`config.mk`:
```
export PLATFORM = sky130hd
export DESIGN_NAME = imem_boot_loader_flat
export DESIGN_NICKNAME = d
export VERILOG_FILES = /design/src/rtl/boot_pkg.sv /design/src/rtl/imem_boot_loader_if.sv /design/src/rtl/boot_word_assembler.sv /design/src/rtl/imem_boot_loader.sv /design/src/flat_wrapper.sv
export SDC_FILE = /design/constraint.sdc
export NUM_CORES = 1
export LEC_CHECK = 0
export BUFFER_PORTS_ARGS = -buffer_cell sky130_fd_sc_hd__buf_2
export CELL_PAD_IN_SITES_DETAIL_PLACEMENT = 1
export CELL_PAD_IN_SITES_GLOBAL_PLACEMENT = 1
export CORE_ASPECT_RATIO = 0.8
export CORE_MARGIN = 10
export CORE_UTILIZATION = 40
export CTS_BUF_LIST = sky130_fd_sc_hd__clkbuf_8
export DETAILED_ROUTE_END_ITERATION = 7
export PLACE_DENSITY_LB_ADDON = 0.3
export SYNTH_ARGS = -nofsm -noshare
export SYNTH_HDL_FRONTEND = slang
export SYNTH_SLANG_ARGS = --single-unit
```
`constraint.sdc`:
```
create_clock -name clk -period 2.62 [get_ports clk]
set_input_delay 0.131 -clock clk [delete_from_list [all_inputs] [get_ports clk]]
set_output_delay 0.131 -clock clk [all_outputs]
set_load 0.01 [all_outputs]
```
`src/rtl/boot_pkg.sv`:
```
// Shared types and frame constants for the instruction-memory boot loader.
// Optional inter-byte timeout is enabled with BOOT_TIMEOUT_EN.
package boot_pkg;

    typedef enum logic [2:0] {
        S_LEN_HI,
        S_LEN_LO,
        S_WORD,
        S_CSUM,
        S_DONE,
        S_ERR
    } boot_state_e;

    localparam int LEN_BYTES  = 2;
    localparam int WORD_BYTES = 4;
    localparam int ADDR_W_DEF = 8;

endpackage

```
`src/rtl/imem_boot_loader_if.sv`:
```
// Byte-stream valid/ready channel from the serial receiver into the loader.
interface imem_boot_loader_if;

    logic [7:0] rx_data;
    logic       rx_valid;
    logic       rx_ready;

    modport master (
        output rx_data,
        output rx_valid,
        input  rx_ready
    );

    modport slave (
        input  rx_data,
        input  rx_valid,
        output rx_ready
    );

endinterface

```
`src/rtl/boot_word_assembler.sv`:
```
// Big-endian byte-to-word assembler with running XOR checksum.
module boot_word_assembler
    import boot_pkg::*;
(
    input  logic        clk,
    input  logic        rst_n,
    input  logic        en,
    input  logic        clr,
    input  logic [7:0]  din,
    output logic [31:0] word,
    output logic        word_ready,
    output logic [7:0]  csum
);

    logic [23:0] shift_q, shift_d;
    logic [1:0]  cnt_q, cnt_d;
    logic [7:0]  csum_q, csum_d;

    always_comb begin
        shift_d = shift_q;
        cnt_d   = cnt_q;
        csum_d  = csum_q;
        if (clr) begin
            shift_d = '0;
            cnt_d   = '0;
            csum_d  = '0;
        end else if (en) begin
            shift_d = {shift_q[15:0], din};
            cnt_d   = cnt_q + 2'd1;
            csum_d  = csum_q ^ din;
        end
    end

    always_ff @(posedge clk or negedge rst_n) begin
        if (!rst_n) begin
            shift_q <= '0;
            cnt_q   <= '0;
            csum_q  <= '0;
        end else begin
            shift_q <= shift_d;
            cnt_q   <= cnt_d;
            csum_q  <= csum_d;
        end
    end

    // The final byte bypasses the register so the word is complete on its strobe.
    assign word       = {shift_q, din};
    assign word_ready = en && (cnt_q == 2'(WORD_BYTES - 1));
    assign csum       = csum_q;

endmodule

```
`src/rtl/imem_boot_loader.sv`:
```
// Frame parser: length, payload words into imem, checksum; gates CPU reset.
// Define BOOT_TIMEOUT_EN to resynchronise after TIMEOUT_CYC idle cycles.
module imem_boot_loader
    import boot_pkg::*;
#(
    parameter int ADDR_W      = ADDR_W_DEF,
    parameter int TIMEOUT_CYC = 1000000
) (
    input  logic              clk,
    input  logic              reset,
    imem_boot_loader_if.slave rx,
    output logic              imem_we,
    output logic [ADDR_W-1:0] imem_addr,
    output logic [31:0]       imem_wdata,
    output logic              cpu_reset,
    output logic              load_done,
    output logic              load_err
);

    localparam int CNT_W = ADDR_W + 1;
    localparam logic [16:0] MAX_WORDS = 17'(1 << ADDR_W);

    boot_state_e state_q, state_d;
    logic [15:0]       len_q, len_d;
    logic [CNT_W-1:0]  word_cnt_q, word_cnt_d;
    logic              rx_ready_q, rx_ready_d;
    logic              imem_we_q, imem_we_d;
    logic [ADDR_W-1:0] imem_addr_q, imem_addr_d;
    logic [31:0]       imem_wdata_q, imem_wdata_d;
    logic              cpu_reset_q, cpu_reset_d;
    logic              load_done_q, load_done_d;
    logic              load_err_q, load_err_d;

    logic        accept;
    logic        asm_en;
    logic        asm_clr;
    logic [31:0] asm_word;
    logic        word_ready;
    logic [7:0]  csum;
    logic        to_fire;
    logic [16:0] len_n;
    logic        last_word;

    assign accept    = rx.rx_valid && rx_ready_q;
    assign asm_en    = accept && (state_q == S_WORD);
    assign len_n     = {1'b0, len_q[15:8], rx.rx_data};
    assign last_word = (17'(word_cnt_q) + 17'd1) == {1'b0, len_q};

    boot_word_assembler u_asm (
        .clk        (clk),
        .rst_n      (reset),
        .en         (asm_en),
        .clr        (asm_clr),
        .din        (rx.rx_data),
        .word       (asm_word),
        .word_ready (word_ready),
        .csum       (csum)
    );

`ifdef BOOT_TIMEOUT_EN
    logic [31:0] to_cnt_q, to_cnt_d;
    logic        to_run;

    assign to_run  = state_q inside {S_LEN_LO, S_WORD, S_CSUM};
    assign to_fire = to_run && !accept &&
                     (to_cnt_q == 32'(TIMEOUT_CYC - 1));

    always_comb begin
        to_cnt_d = '0;
        if (to_run && !accept && !to_fire) begin
            to_cnt_d = to_cnt_q + 32'd1;
        end
    end

    always_ff @(posedge clk or negedge reset) begin
        if (!reset) begin
            to_cnt_q <= '0;
        end else begin
            to_cnt_q <= to_cnt_d;
        end
    end
`else
    assign to_fire = 1'b0 && (TIMEOUT_CYC > 0);
`endif

    always_comb begin
        state_d      = state_q;
        len_d        = len_q;
        word_cnt_d   = word_cnt_q;
        imem_we_d    = 1'b0;
        imem_addr_d  = imem_addr_q;
        imem_wdata_d = imem_wdata_q;
        asm_clr      = 1'b0;

        case (state_q)
            S_LEN_HI: begin
                if (accept) begin
                    len_d[15:8] = rx.rx_data;
                    state_d     = S_LEN_LO;
                end
            end
            S_LEN_LO: begin
                if (accept) begin
                    len_d[7:0] = rx.rx_data;
                    if (len_n > MAX_WORDS) begin
                        state_d = S_ERR;
                    end else if (len_n == 17'd0) begin
                        state_d = S_CSUM;
                    end else begin
                        state_d = S_WORD;
                    end
                end
            end
            S_WORD: begin
                if (word_ready && last_word) begin
                    state_d = S_CSUM;
                end
            end
            S_CSUM: begin
                if (accept) begin
                    state_d = (rx.rx_data == csum) ? S_DONE : S_ERR;
                end
            end
            S_DONE:  state_d = S_DONE;
            S_ERR:   state_d = S_ERR;
            default: state_d = S_ERR;
        endcase

        if (word_ready) begin
            imem_we_d    = 1'b1;
            imem_addr_d  = word_cnt_q[ADDR_W-1:0];
            imem_wdata_d = asm_word;
            word_cnt_d   = word_cnt_q + CNT_W'(1);
        end

        // Idle timeout drops a partial frame and waits for a fresh header.
        if (to_fire) begin
            state_d    = S_LEN_HI;
            len_d      = '0;
            word_cnt_d = '0;
            asm_clr    = 1'b1;
        end

        rx_ready_d  = state_d inside {S_LEN_HI, S_LEN_LO, S_WORD, S_CSUM};
        cpu_reset_d = (state_d != S_DONE);
        load_done_d = (state_d == S_DONE);
        load_err_d  = (state_d == S_ERR);
    end

    always_ff @(posedge clk or negedge reset) begin
        if (!reset) begin
            state_q      <= S_LEN_HI;
            len_q        <= '0;
            word_cnt_q   <= '0;
            rx_ready_q   <= 1'b0;
            imem_we_q    <= 1'b0;
            imem_addr_q  <= '0;
            imem_wdata_q <= '0;
            cpu_reset_q  <= 1'b1;
            load_done_q  <= 1'b0;
            load_err_q   <= 1'b0;
        end else begin
            state_q      <= state_d;
            len_q        <= len_d;
            word_cnt_q   <= word_cnt_d;
            rx_ready_q   <= rx_ready_d;
            imem_we_q    <= imem_we_d;
            imem_addr_q  <= imem_addr_d;
            imem_wdata_q <= imem_wdata_d;
            cpu_reset_q  <= cpu_reset_d;
            load_done_q  <= load_done_d;
            load_err_q   <= load_err_d;
        end
    end

    assign rx.rx_ready = rx_ready_q;
    assign imem_we     = imem_we_q;
    assign imem_addr   = imem_addr_q;
    assign imem_wdata  = imem_wdata_q;
    assign cpu_reset   = cpu_reset_q;
    assign load_done   = load_done_q;
    assign load_err    = load_err_q;

endmodule

```
`src/flat_wrapper.sv`:
```
// flat-port wrapper written by rule: the top's interface ports become plain ports
module imem_boot_loader_flat import boot_pkg::*;
#(
    parameter int ADDR_W      = ADDR_W_DEF,
    parameter int TIMEOUT_CYC = 1000000
)
  (clk, reset, imem_we, imem_addr, imem_wdata, cpu_reset, load_done, load_err, rx_rx_data, rx_rx_valid, rx_rx_ready);
  imem_boot_loader_if rx_i ();
  input  logic clk;
  input  logic reset;
  output logic imem_we;
  output logic [ADDR_W-1:0] imem_addr;
  output logic [31:0] imem_wdata;
  output logic cpu_reset;
  output logic load_done;
  output logic load_err;
  input wire logic [$bits(rx_i.rx_data)-1:0] rx_rx_data;
  input wire logic [$bits(rx_i.rx_valid)-1:0] rx_rx_valid;
  output wire logic [$bits(rx_i.rx_ready)-1:0] rx_rx_ready;
  assign rx_i.rx_data = rx_rx_data;
  assign rx_i.rx_valid = rx_rx_valid;
  assign rx_rx_ready = rx_i.rx_ready;
  imem_boot_loader #(.ADDR_W(ADDR_W), .TIMEOUT_CYC(TIMEOUT_CYC)) u_core (.clk(clk), .reset(reset), .rx(rx_i), .imem_we(imem_we), .imem_addr(imem_addr), .imem_wdata(imem_wdata), .cpu_reset(cpu_reset), .load_done(load_done), .load_err(load_err));
endmodule
```
# --- Yosys cells after proc, flatten, opt, wreduce, memory -nomap -nowiden ---
# Index checks and enable logic that the tools add are counted.
word_totals:
  reg_bits: 107
  word_cells: 51
op_classes:
  addsub: 3
  magnitude_cmp: 1
  n_eq_ne: 13
  muxes: 9
  bitwise_logic: 1
  reduce_logical: 10
op_table:
  columns: ["cell", "count"]
  rows:
  - ["equality test 17 x 16 -> 1 bit", 1]
  - ["zero test 17 bit", 1]
  - ["> comparator 16 x 9 -> 1 bit (second input constant)", 1]
  - ["2-to-1 mux 3 bit", 5]
  - ["case mux 3 bit (5 select lines)", 1]
  - ["equality test 3 x 2 -> 1 bit (second input constant)", 4]
  - ["adder 9 x 1 -> 10 bit (second input constant)", 1]
  - ["adder 9 x 1 -> 9 bit (second input constant)", 1]
  - ["equality test 3 bit (second input constant)", 3]
  - ["equality test 8 bit", 1]
  - ["bitwise XOR 8 bit", 1]
  - ["equality test 3 x 1 -> 1 bit (second input constant)", 2]
  - ["zero test 3 bit", 2]
  - ["logical AND 1 bit", 4]
  - ["AND reduction 2 bit", 2]
  - ["nonzero test 4 bit", 1]
  - ["2-to-1 mux 1 bit", 3]
  - ["!= test 3 bit (second input constant)", 1]
  - ["adder 2 x 1 -> 2 bit (second input constant)", 1]
  - ["equality test 2 bit (second input constant)", 1]

# --- Depth between registers and ports, before layout ---
logic_depth:
  ltp_word: 8
  ltp_mapped: 8

# --- Hierarchy ---
# Synthesis repeated with hierarchy kept, for this count alone.
hier_totals:
  hier_cells: 385
  hier_area_um2: 4845.9
modules_own_cells:
  columns: ["mod", "instances", "cells_each", "area_each_um2", "seq_area_each_um2"]
  rows:
  - ["imem_boot_loader", 1, 256, 3289.4, 1828.0]
  - ["boot_word_assembler", 1, 129, 1556.5, 850.8]

# --- Least setup slack after synthesis ---
# Ideal clock, no wire load.
synth_path:
  path_kind: "reg-to-reg"
  startpoint: "reg u_core.rx_ready_q (netlist: u_core.rx.rx_ready)"
  endpoint: "reg u_core.len_q[10]"
  setup_ns: 0.125
  arrival_ns: 1.820
  setup_slack_ns: 0.675
  path_stages_with_launch: 6
  period_less_slack_ns: 1.945
  path_cell_list: "dfrtp_1 > and2_1 > clkbuf_1 > or4b_2 > clkbuf_1 > mux2_2"
synth_between:
  elab_chain_len: 2
synth_rtl:
  columns: ["element", "line_no", "rtl"]
  rows:
  - ["from (decl)", "imem_boot_loader.sv:26", "logic rx_ready_q, rx_ready_d;"]
  - ["from (signal assigned)", "imem_boot_loader.sv:166", "rx_ready_q <= rx_ready_d;"]
  - ["logical AND 1 bit", "imem_boot_loader.sv:44", "assign accept = rx.rx_valid && rx_ready_q;"]
  - ["AND reduction 2 bit (no line)", null, null]
  - ["to (signal assigned)", "imem_boot_loader.sv:164", "len_q <= len_d;"]
  - ["to (decl)", "imem_boot_loader.sv:24", "logic [15:0] len_q, len_d;"]
# No other way between the ends.
# A chain may end at the register's enable or synchronous reset.

# --- Worst setup path after layout ---
layout_path:
  startpoint: "reg u_core.word_cnt_q[2]"
  endpoint: "reg u_core.load_err_q (netlist: u_core.load_err)"
layout_between:
  elab_chain_len: 6
layout_rtl:
  columns: ["element", "line_no", "rtl"]
  rows:
  - ["from (decl)", "imem_boot_loader.sv:25", "logic [CNT_W-1:0] word_cnt_q, word_cnt_d;"]
  - ["from (signal assigned)", "imem_boot_loader.sv:165", "word_cnt_q <= word_cnt_d;"]
  - ["adder 9 x 1 -> 10 bit", "imem_boot_loader.sv:47", "assign last_word = (17'(word_cnt_q) + 17'd1) == {1'b0, len_q};"]
  - ["equality test 17 x 16 -> 1 bit", "imem_boot_loader.sv:47", null]
  - ["logical AND 1 bit", "imem_boot_loader.sv:115", "if (word_ready && last_word) begin"]
  - ["2-to-1 mux 3 bit", "imem_boot_loader.sv:115", null]
  - ["case mux 3 bit (5 select lines)", "imem_boot_loader.sv:95", "case (state_q)"]
  - ["via u_core.state_d[0]", "imem_boot_loader.sv:23", "boot_state_e state_q, state_d;"]
  - ["equality test 3 bit", "imem_boot_loader.sv:147", "load_err_d = (state_d == S_ERR);"]
  - ["via u_core.load_err_d", "imem_boot_loader.sv:32", "logic load_err_q, load_err_d;"]
  - ["to (signal assigned)", "imem_boot_loader.sv:172", "load_err_q <= load_err_d;"]
  - ["to (decl)", "imem_boot_loader.sv:32", null]
# The timed path passes the listed nets, and every way through them passes these cells.

==> flow_summary.toml <==
[outcome]
outcome = "finished clean"

[global_routing]
grtUsageTotal_pct = 13.8
antenna_found_initial = 0
grt_pass1_wl_mm = 18.2
grt_max_degree = 57
grt_overflow = 0
grt_pass1_vias = 3448

[sta]
max_slew_margin_pct = 51.2
hold_violations = 0
max_slew.worst_pin.slew_ns = 0.732
slew_viol_final = 0
setup_violations = 0
period_share_pct = 84.4
rsz0062_at_grt = "no"
setup_slack_ns = 0.408
period_minus_slack_ns = 2.21
fin_worst_skew_ns = 0.00892
max_freq_mhz = 452
setup-tns-final_ns = 0

[floorplanning]
die_h_um = 115
num_rows = 34
io_pins = 56
die_x_um = 139
start_util_pct = 41.3
die_area_sq_um = 16100
coreArea_sq_um = 11000

[synthesis]
yosysSeqAreaShare_pct = 58.8
synth_most_common_cell = "nand2_1"
syn_nets = 473
syn_avg_cell_area_sq_um = 9.90
yosysWarnings = 0
synth_compound_area_share_pct = 3.60
syn-cell-area_sq_um = 4560
synth_xor_xnor_area_share_pct = 6.92
yosys-top-cells-area = "dfrtp_1, nand2_1, xnor2_1, mux2_2, xor2_1"
synth_top_area_share_pct = 58.2
ys_async_sr_fraction_pct = 100
syn_inst = 460
ys_seq_elements = 107
synth.area.mux_share_pct = 3.95
synth_top_cells_by_count = "nand2_1, dfrtp_1, xnor2_1, mux2_2, clkbuf_1"
synthDistinctLibCells = 49
synth_top_area_cell = "dfrtp_1"
synthAdderAreaFrac_pct = 0.549
synth_top_family_by_area = "simple AND/OR/NAND/NOR gates"
synthSimpleGateAreaFrac_pct = 23.4
synth_ff_type = "dfrtp_1"
synth-edff-count = 0

[critical_path]
end_kind = "register"
timing.rr.end = "u_core.load_err"
r2r_start = "u_core.word_cnt_q[2]"
required_ns = 2.92
critical_path_class = "reg2reg"
start_kind = "register"
arrival_ns = 2.51
cp_max_fo = 10
endpoint = "u_core.load_err"
reg2reg_slack_ns = 0.41
r2r_cells = 6
cp-startpoint = "u_core.word_cnt_q[2]"

[min_path]
min_path_type = "in2reg"

[clock_tree]
clock_path_buffers = 2
cts_tree = "done"
post_cts_resize_count = 0
clk_latency_ns = 0.37
path_clk_slew_ns = 0.09
cts_sinks = 107
post_cts_buffers = 0
ctsHtreeMaxLevel = 3
numCtsBuffers = 9
clock-root-buffer = "clkbuf_8"

[drt]
firstDrtPassIters = 4
vias = 3255
viasPerCell = 4.94
wire_per_inst_um = 16.4
wl_met2_mm = 4.91
drt-total-wl_mm = 10.8
highest_layer = "met4"
drtIter0Drc = 156
wl_met3_um = 353
remaining_drc_errors = 0
ant_nets = 0
wl_met1_mm = 5.42

[cells_and_area]
fill_cells = 1264
layout-drive-gt1-share_pct = 19.8
multi_input_area_sq_um = 1750
syn2layout_area_growth_pct = 14.2
regArea_sq_um = 2680
nets = 523
antenna_cells = 0

[power]
peakVddDrop_uv = 305
power.leakage_nw = 2.86
powerDensity_nw_per_um2 = 544

[run]
max_cap_viol_count = 0

[place]
dp_slack_ns = 0.428
port_buffers = 55
dp_hpwl_mm = 7.79
place.gp.congestion = 0.859
-- what timing repair did --
item                       4_1_cts  5_1_grt
setup endpoints to repair        0        0
hold endpoints to repair        54        0
hold buffers                     1        0
-- cell type report --
type,count,share of cell area [%]
flip-flops and latches,107,51.5
inverters,3,0.216
repair buffers,62,6.88
clock inverters,5,1.37
clock buffers,11,2.91
well taps,144,3.46
multi-input cells,327,33.7
-- how the worst min path moves through the flow --
stage	start	to	slack, ns	cells past startpoint
6_report	rx_rx_data[1]	u_core.imem_wdata[1]	0.04	3
5_1_grt	rx_rx_data[1]	u_core.imem_wdata[1]	0.05	3
4_1_cts	rx_rx_data[1]	u_core.imem_wdata[1]	0.02	3
3_5_place_dp	reset	u_core.imem_wdata[3]	0.24	1
3_3_place_gp	reset	u_core.imem_wdata[4]	0.24	1
2_1_floorplan	reset	u_core.imem_addr[0]	-0.16	0
-- kinds of logic (layout without fill, tap and decap cells) --
logic type,Yosys count,count (layout)
simple gates,253,253
compound gates,20,20
fa+ha+maj,2,2
xor+xnor,36,36
mux,16,16
flops,107,107
buf+inv,26,81
-- state kept, by name, indices dropped and copies added, names as in the netlist, 2 cells and up --
| signal | flops |
|---|---|
| u_core.imem_addr | 8 |
| u_core.imem_wdata | 32 |
| u_core.len_q | 16 |
| u_core.state_q | 3 |
| u_core.u_asm.cnt_q | 2 |
| u_core.u_asm.csum | 8 |
| u_core.u_asm.shift_q | 24 |
| u_core.word_cnt_q | 9 |
-- stage by stage --
stage | hold slack, ns | instance area, sq um | util, % | power, mW | instances
after floorplan | -0.165 | 4560 | - | 1.69 | 460
after global placement | 0.236 | 4970 | 45.1 | 1.75 | 642
after detailed placement | 0.245 | 4970 | 45.1 | 1.75 | 642
after CTS | 0.0207 | 5200 | 47.2 | 2.88 | 659
after global routing | 0.0530 | 5200 | 47.2 | 2.95 | 659
final | 0.0427 | 5200 | 47.2 | 2.83 | 659
-- power breakdown --
group	total (mW)	internal, mW	switching (mW)
clock	1.12	0.582	0.534
combinational	0.0642	0.0151	0.0491
sequential	1.65	1.65	0
total	2.83	2.25	0.583
-- per-layer routing --
metal  global-route usage, %  up-vias
li1                        -     1574
met3                    3.11       11
met5                       0        -
met4                    5.00        0
met1                    18.6     1629
met2                    21.7       41
-- cells in the final DEF, fill, tap and decap left out, drive strengths merged --
master and count:
nor3 4, and3 1, a21oi 3, or4b 1
ha 2, buf 61, o311a 2, xor2 7
o211ai 1, nor4 2, o2111ai 1, nor2b 2
a31oi 1, bufinv 2, nor3b 1, nor2 9
or3 2, o311ai 1, a211oi 1, dlygate4sd3 1
a22oi 2, mux2 16, nand2 207, o21a 3
dfstp 1, o31ai 2, inv 6, or4 5
a21o 1, dfrtp 106, nand3 7, and2 3
nand4 6, o21ai 2, nand3b 1, clkbuf 11
xnor2 29, or2 2
-- worst max-delay path: stages, from the launching register on --
cell and delay, ns:
dfrtp_1 0.60, nand3_4 0.17, o21a_1 0.23, or4_1 0.51, a21o_1 0.20, o31ai_4 0.28, nor2b_1 0.15
Note: power is estimated with default switching activity, not from simulation.
